--- src/rtl/mem_lsu_stage.sv ---
// Memory/writeback load-store unit: dcache request, lane alignment, load extend.
// Define LSU_PERF_CNT_EN to build the load/store/stall performance counters.
module mem_lsu_stage #(
    parameter int PERF_W = 32
) (
    input  logic              clk,
    input  logic              reset,
    input  logic              ex_valid,
    output logic              ex_ready,
    input  logic              ex_load,
    input  logic              ex_store,
    input  logic [2:0]        ex_funct3,
    input  logic [31:0]       ex_addr,
    input  logic [31:0]       ex_store_data,
    input  logic [4:0]        ex_rd,
    input  logic              ex_reg_we,
    output logic [31:0]       dcache_addr,
    output logic              dcache_re,
    output logic [3:0]        dcache_we,
    output logic [31:0]       dcache_din,
    input  logic [31:0]       dcache_dout,
    input  logic              stall,
    output logic              wb_valid,
    output logic              wb_we,
    output logic [4:0]        wb_rd,
    output logic [31:0]       wb_data,
    output logic              misalign_err,
    output logic [PERF_W-1:0] perf_loads,
    output logic [PERF_W-1:0] perf_stores,
    output logic [PERF_W-1:0] perf_stall_cycles
);

    typedef enum logic [1:0] {IDLE, REQ, RESP} state_t;

    state_t      state, state_nxt;
    logic [31:0] addr_q;
    logic [31:0] data_q;
    logic [2:0]  funct3_q;
    logic [4:0]  rd_q;
    logic        load_q;

    logic        accept, is_mem, legal, f3_ok, aligned;
    logic        resp_done;
    logic [7:0]  byte_v;
    logic [15:0] half_v;
    logic [31:0] load_data;

    assign ex_ready  = (state == IDLE);
    assign accept    = ex_valid && ex_ready;
    assign is_mem    = ex_load || ex_store;
    assign resp_done = (state == RESP) && !stall;

    always_comb begin
        f3_ok = 1'b0;
        if (ex_load && ex_store)
            f3_ok = 1'b0;
        else if (ex_store)
            f3_ok = ex_funct3 inside {3'b000, 3'b001, 3'b010};
        else
            f3_ok = ex_funct3 inside {3'b000, 3'b001, 3'b010,
                                      3'b100, 3'b101};
    end

    assign aligned = !((ex_funct3[1:0] == 2'b01 && ex_addr[0]) ||
                       (ex_funct3[1:0] == 2'b10 && ex_addr[1:0] != 2'b00));
    assign legal   = f3_ok && aligned;

    always_ff @(posedge clk) begin
        if (!reset) state <= IDLE;
        else        state <= state_nxt;
    end

    always_comb begin
        state_nxt = state;
        unique case (state)
            IDLE: if (accept && is_mem && legal) state_nxt = REQ;
            REQ:  if (!stall) state_nxt = load_q ? RESP : IDLE;
            RESP: if (!stall) state_nxt = IDLE;
            default: state_nxt = IDLE;
        endcase
    end

    // dcache outputs derive only from state and latched fields, so they hold under stall
    always_comb begin
        dcache_addr = '0;
        dcache_re   = 1'b0;
        dcache_we   = 4'b0000;
        dcache_din  = '0;
        if (state != IDLE)
            dcache_addr = {addr_q[31:2], 2'b00};
        if (state == REQ) begin
            if (load_q) begin
                dcache_re = 1'b1;
            end else begin
                unique case (funct3_q[1:0])
                    2'b00: begin
                        dcache_we  = 4'b0001 << addr_q[1:0];
                        dcache_din = {4{data_q[7:0]}};
                    end
                    2'b01: begin
                        dcache_we  = addr_q[1] ? 4'b1100 : 4'b0011;
                        dcache_din = {2{data_q[15:0]}};
                    end
                    default: begin
                        dcache_we  = 4'b1111;
                        dcache_din = data_q;
                    end
                endcase
            end
        end
    end

    always_comb begin
        unique case (addr_q[1:0])
            2'b00:   byte_v = dcache_dout[7:0];
            2'b01:   byte_v = dcache_dout[15:8];
            2'b10:   byte_v = dcache_dout[23:16];
            default: byte_v = dcache_dout[31:24];
        endcase
        half_v = addr_q[1] ? dcache_dout[31:16] : dcache_dout[15:0];
        unique case (funct3_q)
            3'b000:  load_data = {{24{byte_v[7]}}, byte_v};
            3'b100:  load_data = {24'b0, byte_v};
            3'b001:  load_data = {{16{half_v[15]}}, half_v};
            3'b101:  load_data = {16'b0, half_v};
            default: load_data = dcache_dout;
        endcase
    end

    always_ff @(posedge clk) begin
        if (!reset) begin
            addr_q   <= '0;
            data_q   <= '0;
            funct3_q <= '0;
            rd_q     <= '0;
            load_q   <= 1'b0;
        end else if (accept && is_mem) begin
            addr_q   <= ex_addr;
            data_q   <= ex_store_data;
            funct3_q <= ex_funct3;
            rd_q     <= ex_rd;
            load_q   <= ex_load;
        end
    end

    always_ff @(posedge clk) begin
        if (!reset) begin
            wb_valid     <= 1'b0;
            wb_we        <= 1'b0;
            wb_rd        <= '0;
            wb_data      <= '0;
            misalign_err <= 1'b0;
        end else begin
            wb_valid     <= 1'b0;
            wb_we        <= 1'b0;
            misalign_err <= 1'b0;
            if (accept && !is_mem) begin
                wb_valid <= 1'b1;
                wb_data  <= ex_addr;
                wb_rd    <= ex_rd;
                wb_we    <= ex_reg_we && (ex_rd != 5'd0);
            end else if (accept && !legal) begin
                misalign_err <= 1'b1;
            end else if (resp_done) begin
                wb_valid <= 1'b1;
                wb_data  <= load_data;
                wb_rd    <= rd_q;
                wb_we    <= (rd_q != 5'd0);
            end
        end
    end

`ifdef LSU_PERF_CNT_EN
    localparam logic [PERF_W-1:0] PERF_ONE = PERF_W'(1);

    always_ff @(posedge clk) begin
        if (!reset) begin
            perf_loads        <= '0;
            perf_stores       <= '0;
            perf_stall_cycles <= '0;
        end else begin
            if (resp_done)
                perf_loads <= perf_loads + PERF_ONE;
            if (state == REQ && !stall && !load_q)
                perf_stores <= perf_stores + PERF_ONE;
            if (state != IDLE && stall)
                perf_stall_cycles <= perf_stall_cycles + PERF_ONE;
        end
    end
`else
    assign perf_loads        = '0;
    assign perf_stores       = '0;
    assign perf_stall_cycles = '0;
`endif

endmodule

--- config.mk ---
export PLATFORM = sky130hd
export DESIGN_NAME = mem_lsu_stage
export DESIGN_NICKNAME = d
export VERILOG_FILES = /design/src/rtl/mem_lsu_stage.sv
export SDC_FILE = /design/constraint.sdc
export NUM_CORES = 1
export LEC_CHECK = 0
export ABC_AREA = 1
export CORE_MARGIN = 2
export CORE_UTILIZATION = 37
export DETAILED_ROUTE_END_ITERATION = 10
export PLACE_DENSITY_LB_ADDON = 0.3
export SYNTH_ARGS = -nofsm -noshare
export SYNTH_HDL_FRONTEND = slang
export SYNTH_SLANG_ARGS = --single-unit
--- constraint.sdc ---
create_clock -name clk -period 1.5 [get_ports clk]
set_clock_uncertainty 0.1 [all_clocks]
set_input_delay 0.225 -clock clk [delete_from_list [all_inputs] [get_ports clk]]
set_output_delay 0.225 -clock clk [all_outputs]
set_load 0.05 [all_outputs]
==> metrics, run 1 <==
clock sink count ~120; global-route wire length before repair about 42 mm; core area about 17000 um2; Avg WL per Cell about 20 um; Slew @ Worst Pin between 0.5 and 0.6 ns; H-tree depth 4; first drt pass iteration count 5; Worst Path Max Fanout 4; WL met1 10.9 mm; Buf/Inv on CP 3; CP cell instances nor2_4 -> inv_4 -> nor2_4 -> buf_12 -> o21ai_2 -> a221oi_4 -> buf_6; CTS tree yes; Die Ht around 140 um; Psw a little over 4 mW; total CTS buffers 17; max incr delay on CP about 0.36 ns; Filler cells 1066; total track usage 30.5%; Post-DRT Antenna Nets 0; dominant cell type by area after synthesis dfxtp_1; initial drt markers ~550; Worst Path Arrival 1.83 ns; Clk pin slew, worst setup/hold paths ~0.06 ns; max-capacitance violation count 0; io pins 317; Worst-Skew Late Latency approximately 0.42 ns; final setup vio count roughly 180; detailed-routed wire length on met3 between 2 and 3 mm; clock root cell clkbuf_16; yosys warns 0; clock power share 38.4%; Port Buf Inserts 218; Final Cycle Share 143%; Critical Path RT ~1.2 ns; final worst slack -0.652 ns; routed length on met2 around 15 mm; DRC Markers 0; CP startpoint kind flop; Rel. slew slack between 60 and 70%; max frequency 0.465 GHz; Yosys reg bits 115; pwr/cell area between 800 and 900 nW/um2; die width 135 um; clk buf depth 2; top sig layer met4; post-synth top area share between 30 and 40%; sequential area share after synthesis 36.1%; num rows 48; initial core utilization 37.4%; vias in the first global route 7519; Power Internal 7.51 mW; Sw Ratio between 30% and 40%; Critical-path top delay cell dfxtp_4; unrepaired setup endpoints after global routing true; WL final between 30 and 40 mm; placed cell areas 9770 um2; leak pwr 5.53 nW; crit path kind reg -> out; Min Clock Period, post-route roughly 2.2 ns; DP HPWL 16.2 mm; status complete, but fails checks; syn_area_per_cell roughly 6.6 um2; failing checks setup timing; die area approximately 18000 um2; # diodes 0; final hold violations 0; Synth-to-Final Area Change 108%; pin count of the biggest net entering global routing 43; Pwr Total between 10 and 15 mW; crit end category primary output; Synth area leaders dfxtp_1 (36%), nand2_1 (13%), buf_4 (12%); share of power burned in registers 29.3%; vias approximately 7800; Hold Path Class in -> reg; Synth Instances ~970; Via density between 5 and 6; Remaining Overflow, GRT 0; max-slew violations 0; layout net count ~1400; Post-Syn Area between 6000 and 7000 um2; unique cell type count in the Yosys netlist 30; layout cells sized above 1 44.5%; maximum vdd drop 0.857 mV; Hold Buf Count CTS 0; Worst path top cell family by delay buffers and inverters; post-route cell area 13300 um2; Worst path most repeated cell nor2_4; gp weighted congestion 0.880; Logic pwr share between 30% and 40%; setup_tns -63.12 ns; initial antenna violation count 0
[tightest hold or removal path: stages]
cell	delay [ns]
buf_2	0.24
nand3_4	0.13
inv_2	0.02
[layer usage]
| metal | global-route usage, % | vias up |
|---|---|---|
| li1 | - | 3541 |
| met1 | 35.4 | 3675 |
| met5 | 0 | - |
| met3 | 8.31 | 110 |
| met4 | 14.0 | 0 |
| met2 | 52.2 | 440 |
[logic make-up (layout without fill, tap and decap cells)]
group	count (synthesis)	count (layout)	share of synthesized area, %
compound gates	217	217	17.7
buf+inv	251	480	21.9
flops	115	115	36.1
other cells	1	98	0.0587
simple gates	384	388	24.2
[final timing paths]
path	startpoint	endpoint	slack, ns	depth (start not counted)
hold / removal	reset	misalign_err	0.14	3
setup / recovery	state[1]	dcache_din[30]	-0.65	7
setup reg to reg	state[1]	addr_q[19]	-0.40	12
hold reg to reg	data_q[18]	data_q[18]	0.37	2
[placed cells by master (no fill, tap or decap), types with 4 or more instances in the layout]
master           netlist  layout
dfxtp_1              115     111
a31oi_1                4       4
bufinv_16              0       4
nand3_1               35      20
a21oi_1              106      34
a21oi_2                0      65
clkbuf_16              0      18
nor2_2                 1      33
o21ai_1               19      19
nor2_4                 3      60
buf_8                  0       8
nand3_2                1      13
nand2_1              222     204
inv_6                  0       4
inv_2                  7       9
buf_6                  6      60
nand2_4                1       5
a21oi_4                0       7
clkinvlp_4             0       4
o21ai_4                0      27
buf_16                 0      27
nor2_1               112      24
buf_4                104      47
a221oi_4               0       7
inv_1                 92      83
nand2_8                0       7
buf_12                 0      93
o21ai_0               75       6
o21ai_2                0      42
clkdlybuf4s50_1        0     109
conb_1                 1      98
nand2_2                4      14
inv_4                  0       4
[layout make-up]
class,instances,area [um2],share of cell area [%]
Sequential cell,115,2310,17.4
Clock inverter,15,205,1.54
Multi-Input combinational cell,703,4780,36.0
Tap cell,225,282,2.12
Inverter,100,407,3.06
Timing Repair Buffer,348,4880,36.8
Clock buffer,17,425,3.20
[flip-flops by register name, summed over array words and instances, names as in the netlist, 2 cells and up]
name	count
addr_q	32
state	2
data_q	32
rd_q	5
wb_rd	5
wb_data	32
funct3_q	3
[per-stage QoR]
step                util [%]  hold slack, ns  cells  setup WS [ns]
floorplan                  -           0.268   1065         -0.205
global placement        57.3           0.338   1423         -0.305
detailed placement      57.3           0.341   1423         -0.370
CTS                     74.1           0.107   1518         -0.606
global route            77.9           0.147   1523         -0.715
finish                  77.9           0.144   1523         -0.652
[cells in the mapped netlist]
library cell,instances
a221oi_1,7
nand3_1,35
buf_6,6
buf_1,2
a31oi_1,4
a211oi_1,2
a21oi_1,106
nand2_2,4
nor2_1,112
nor3_1,2
inv_2,7
nand3_2,1
nand2_4,1
inv_1,92
clkinv_1,1
a21o_1,1
nor2_2,1
conb_1,1
o21a_1,1
nand2_1,222
dfxtp_1,115
o31ai_1,2
nand3b_1,1
buf_2,19
clkbuf_1,20
nor2_4,3
o21ai_1,19
o21ai_0,75
nand4_1,2
buf_4,104
[power by group through the flow]
stage	sequential (mW)	combinational [mW]	clock (mW)
2_1_floorplan	3.55	1.71	0
3_3_place_gp	3.44	2.58	0
3_5_place_dp	3.44	2.61	0
4_1_cts	3.38	3.45	4.44
5_1_grt	3.41	3.91	4.66
6_report	3.40	3.75	4.45
[timing repair]
action | 4_1_cts | 5_1_grt
pin swaps | 55 | 47
gates resized for setup | 328 | 175
cloned | 35 | 1
endpoints found under the setup margin | 172 | 182
buffers inserted | 28 | 12
Power figures use the tool's default switching activity.
==> run 2, diff against run 1 <==
- REMOVE_ABC_BUFFERS: default -> 1
==> metrics, run 2 (synthesized netlist as in run 1, its figures left out) <==
post-route cell area 13500 um2 (+1.3%); Hold Path Class in -> reg; pin count of the biggest net entering global routing 50 (+16%); Final Cycle Share 150% (+6.5 points); H-tree depth 4 (unchanged); final hold violations 0 (unchanged); clk buf depth 2 (unchanged); RR Endpoint data_q[23]; Buf/Inv on CP 5 (+2); share of power burned in registers 29.6% (+0.3 points); placed cell areas 9660 um2 (-1.2%); Worst path top cell family by delay buffers and inverters; hold path depth 5 (+2); leak pwr 5.70 nW (+3.1%); Port Buf Inserts 218 (unchanged); Remaining Overflow, GRT 0 (unchanged); gp weighted congestion 0.856 (-2.7%); Die Ht 135 um (unchanged); Worst-Skew Late Latency 0.43 ns (about the same); Post-DRT Antenna Nets 0 (unchanged); DRC Markers 0 (unchanged); Filler cells 1035 (-2.9%); global-route wire length before repair 42.1 mm (unchanged); Critical-path top delay cell dfxtp_2; CTS tree yes; biggest regs addr_q: 32 flops, data_q: 32 flops, wb_data: 32 flops; unrepaired setup endpoints after global routing true; most frequent cells in the layout nand2_1 (175), dfxtp_1 (111), clkdlybuf4s50_1 (109); failing checks setup timing; initial antenna violation count 0 (unchanged); max-capacitance violation count 0 (unchanged); FF+latch area 2310 um2 (-0.11%); maximum vdd drop 0.942 mV (+9.9%); Sw Ratio 34.3% (-0.92 points); Multi-input gate area 4670 um2 (-2.2%); CP startpoint kind flop; worst r2r src state[0]; Worst Path Arrival 1.92 ns (+0.09 ns); crit end category primary output; layout cells sized above 1 45.7% (+1.2 points); initial core utilization 37.4% (unchanged); status complete, but fails checks; io pins 317 (unchanged); Hold Buf Count CTS 0 (unchanged); final worst slack -0.750 ns (-0.0974 ns); flop2flop setup slack -0.64 ns (-0.24 ns); total CTS buffers 17 (unchanged); max-slew violations 0 (unchanged); CP cell instances inv_2 -> nor2_4 -> inv_2 -> nor2_4 -> buf_8 -> o21ai_2 -> a221oi_2 -> buf_4 -> buf_12; num rows 48 (unchanged); Slew @ Worst Pin 0.532 ns (+0.0273 ns); clock power share 37.9% (-0.5 points); vias 7825 (+0.76%); Reg2Reg Depth 14 (+2); Critical Path RT 1.17 ns (about the same); Worst Hold End wb_data[27]; Post-Layout Cell Count 1546 (+1.5%); Rel. slew slack 64.5% (-1.8 points); vias in the first global route 7675 (+2.1%); Hold Startpoint reset; DP HPWL 15.4 mm (-4.8%); crit path kind reg -> out; max incr delay on CP 0.35 ns (about the same); Synth-to-Final Area Change 111%; Psw 3.95 mW (-3.4%); WL final 30.0 mm (-1.0%); die area 18300 um2 (unchanged); max frequency 0.444 GHz (-4.3%); Via density 5.06 (-0.74%); final setup vio count 182 (unchanged); die width 135 um (unchanged); initial drt markers 499 (-8.9%); first drt pass iteration count 5 (unchanged); most common library cell in the layout ignoring fill and taps nand2_1; Min Clock Period, post-route 2.25 ns (+0.0974 ns); clock root cell clkbuf_16; Worst Path Max Fanout 5 (+1); placed cells 1445 (+1.5%); Avg WL per Cell 19.4 um (-2.5%); pwr/cell area 854 nW/um2 (-2.2%); total track usage 30.2% (-0.28 points); layout net count 1418 (+1.6%); core area 17100 um2 (unchanged); Power Internal 7.55 mW (+0.54%); Clk pin slew, worst setup/hold paths 0.06 ns (about the same); Logic pwr share 32.5% (about the same); clock sink count 115 (unchanged)
-- run 2: cell type report --
type,count,share of cell area (%)
repair buffers,370,38.1
multi-input cells,701,34.7
flip-flops and latches,115,17.1
clock buffers,23,3.70
inverters,100,3.15
well taps,225,2.09
clock inverters,9,0.929
repair inverters,2,0.176
diodes,1,0.0186
-- run 2: worst min-delay path: cells and delay by family --
family / cells / cell delay, ns
buffers and inverters: 2 / 0.22
AND/OR/NAND/NOR: 2 / 0.09
AO/OA/AOI/OAI: 1 / 0.10
-- run 2: power by group through the flow --
stage | clock network (mW) | logic, mW | registers, mW
floorplan | 0 | 1.26 | 3.57
global placement | 0 | 2.50 | 3.43
detailed placement | 0 | 2.51 | 3.44
CTS | 4.33 | 3.35 | 3.39
global route | 4.51 | 3.89 | 3.42
finish | 4.36 | 3.73 | 3.40
-- run 2: worst max path at each step --
stage | cells after the start | slack, ns | from | endpoint
6_report | 9 | -0.75 | state[0] | dcache_din[30]
4_1_cts | 9 | -0.63 | state[0] | dcache_din[26]
2_1_floorplan | 4 | -1.61 | funct3_q[1] | dcache_we[1]
3_3_place_gp | 8 | -0.37 | state[0] | dcache_din[15]
3_5_place_dp | 8 | -0.46 | state[0] | dcache_din[15]
5_1_grt | 9 | -0.82 | state[0] | dcache_din[30]
-- run 2: layer usage --
metal,track usage [%],vias to the layer above,routed length [um]
met1,35.8,3765,11600
met4,10.8,0,1200
li1,-,3584,-
met3,7.33,92,2130
met2,53.0,384,15100
met5,0,-,0
-- run 2: per-stage QoR --
stage | power [mW] | hold WS [ns] | worst slack, ns | utilization, % | TNS, ns
floorplan | 4.82 | 0.223 | -1.61 | - | -168.34
CTS | 11.1 | 0.154 | -0.625 | 74.8 | -69.59
detailed placement | 5.95 | 0.344 | -0.460 | 56.6 | -42.02
global placement | 5.93 | 0.338 | -0.375 | 56.6 | -35.87
finish | 11.5 | 0.153 | -0.750 | 79.0 | -99.29
global route | 11.8 | 0.178 | -0.822 | 79.0 | -107.00
-- run 2: what timing repair did --
action | CTS | global route
pin swaps | 90 | 58
cloned | 29 | 4
gates resized for setup | 451 | 177
setup buffers | 32 | 14
setup endpoints to repair | 149 | 182
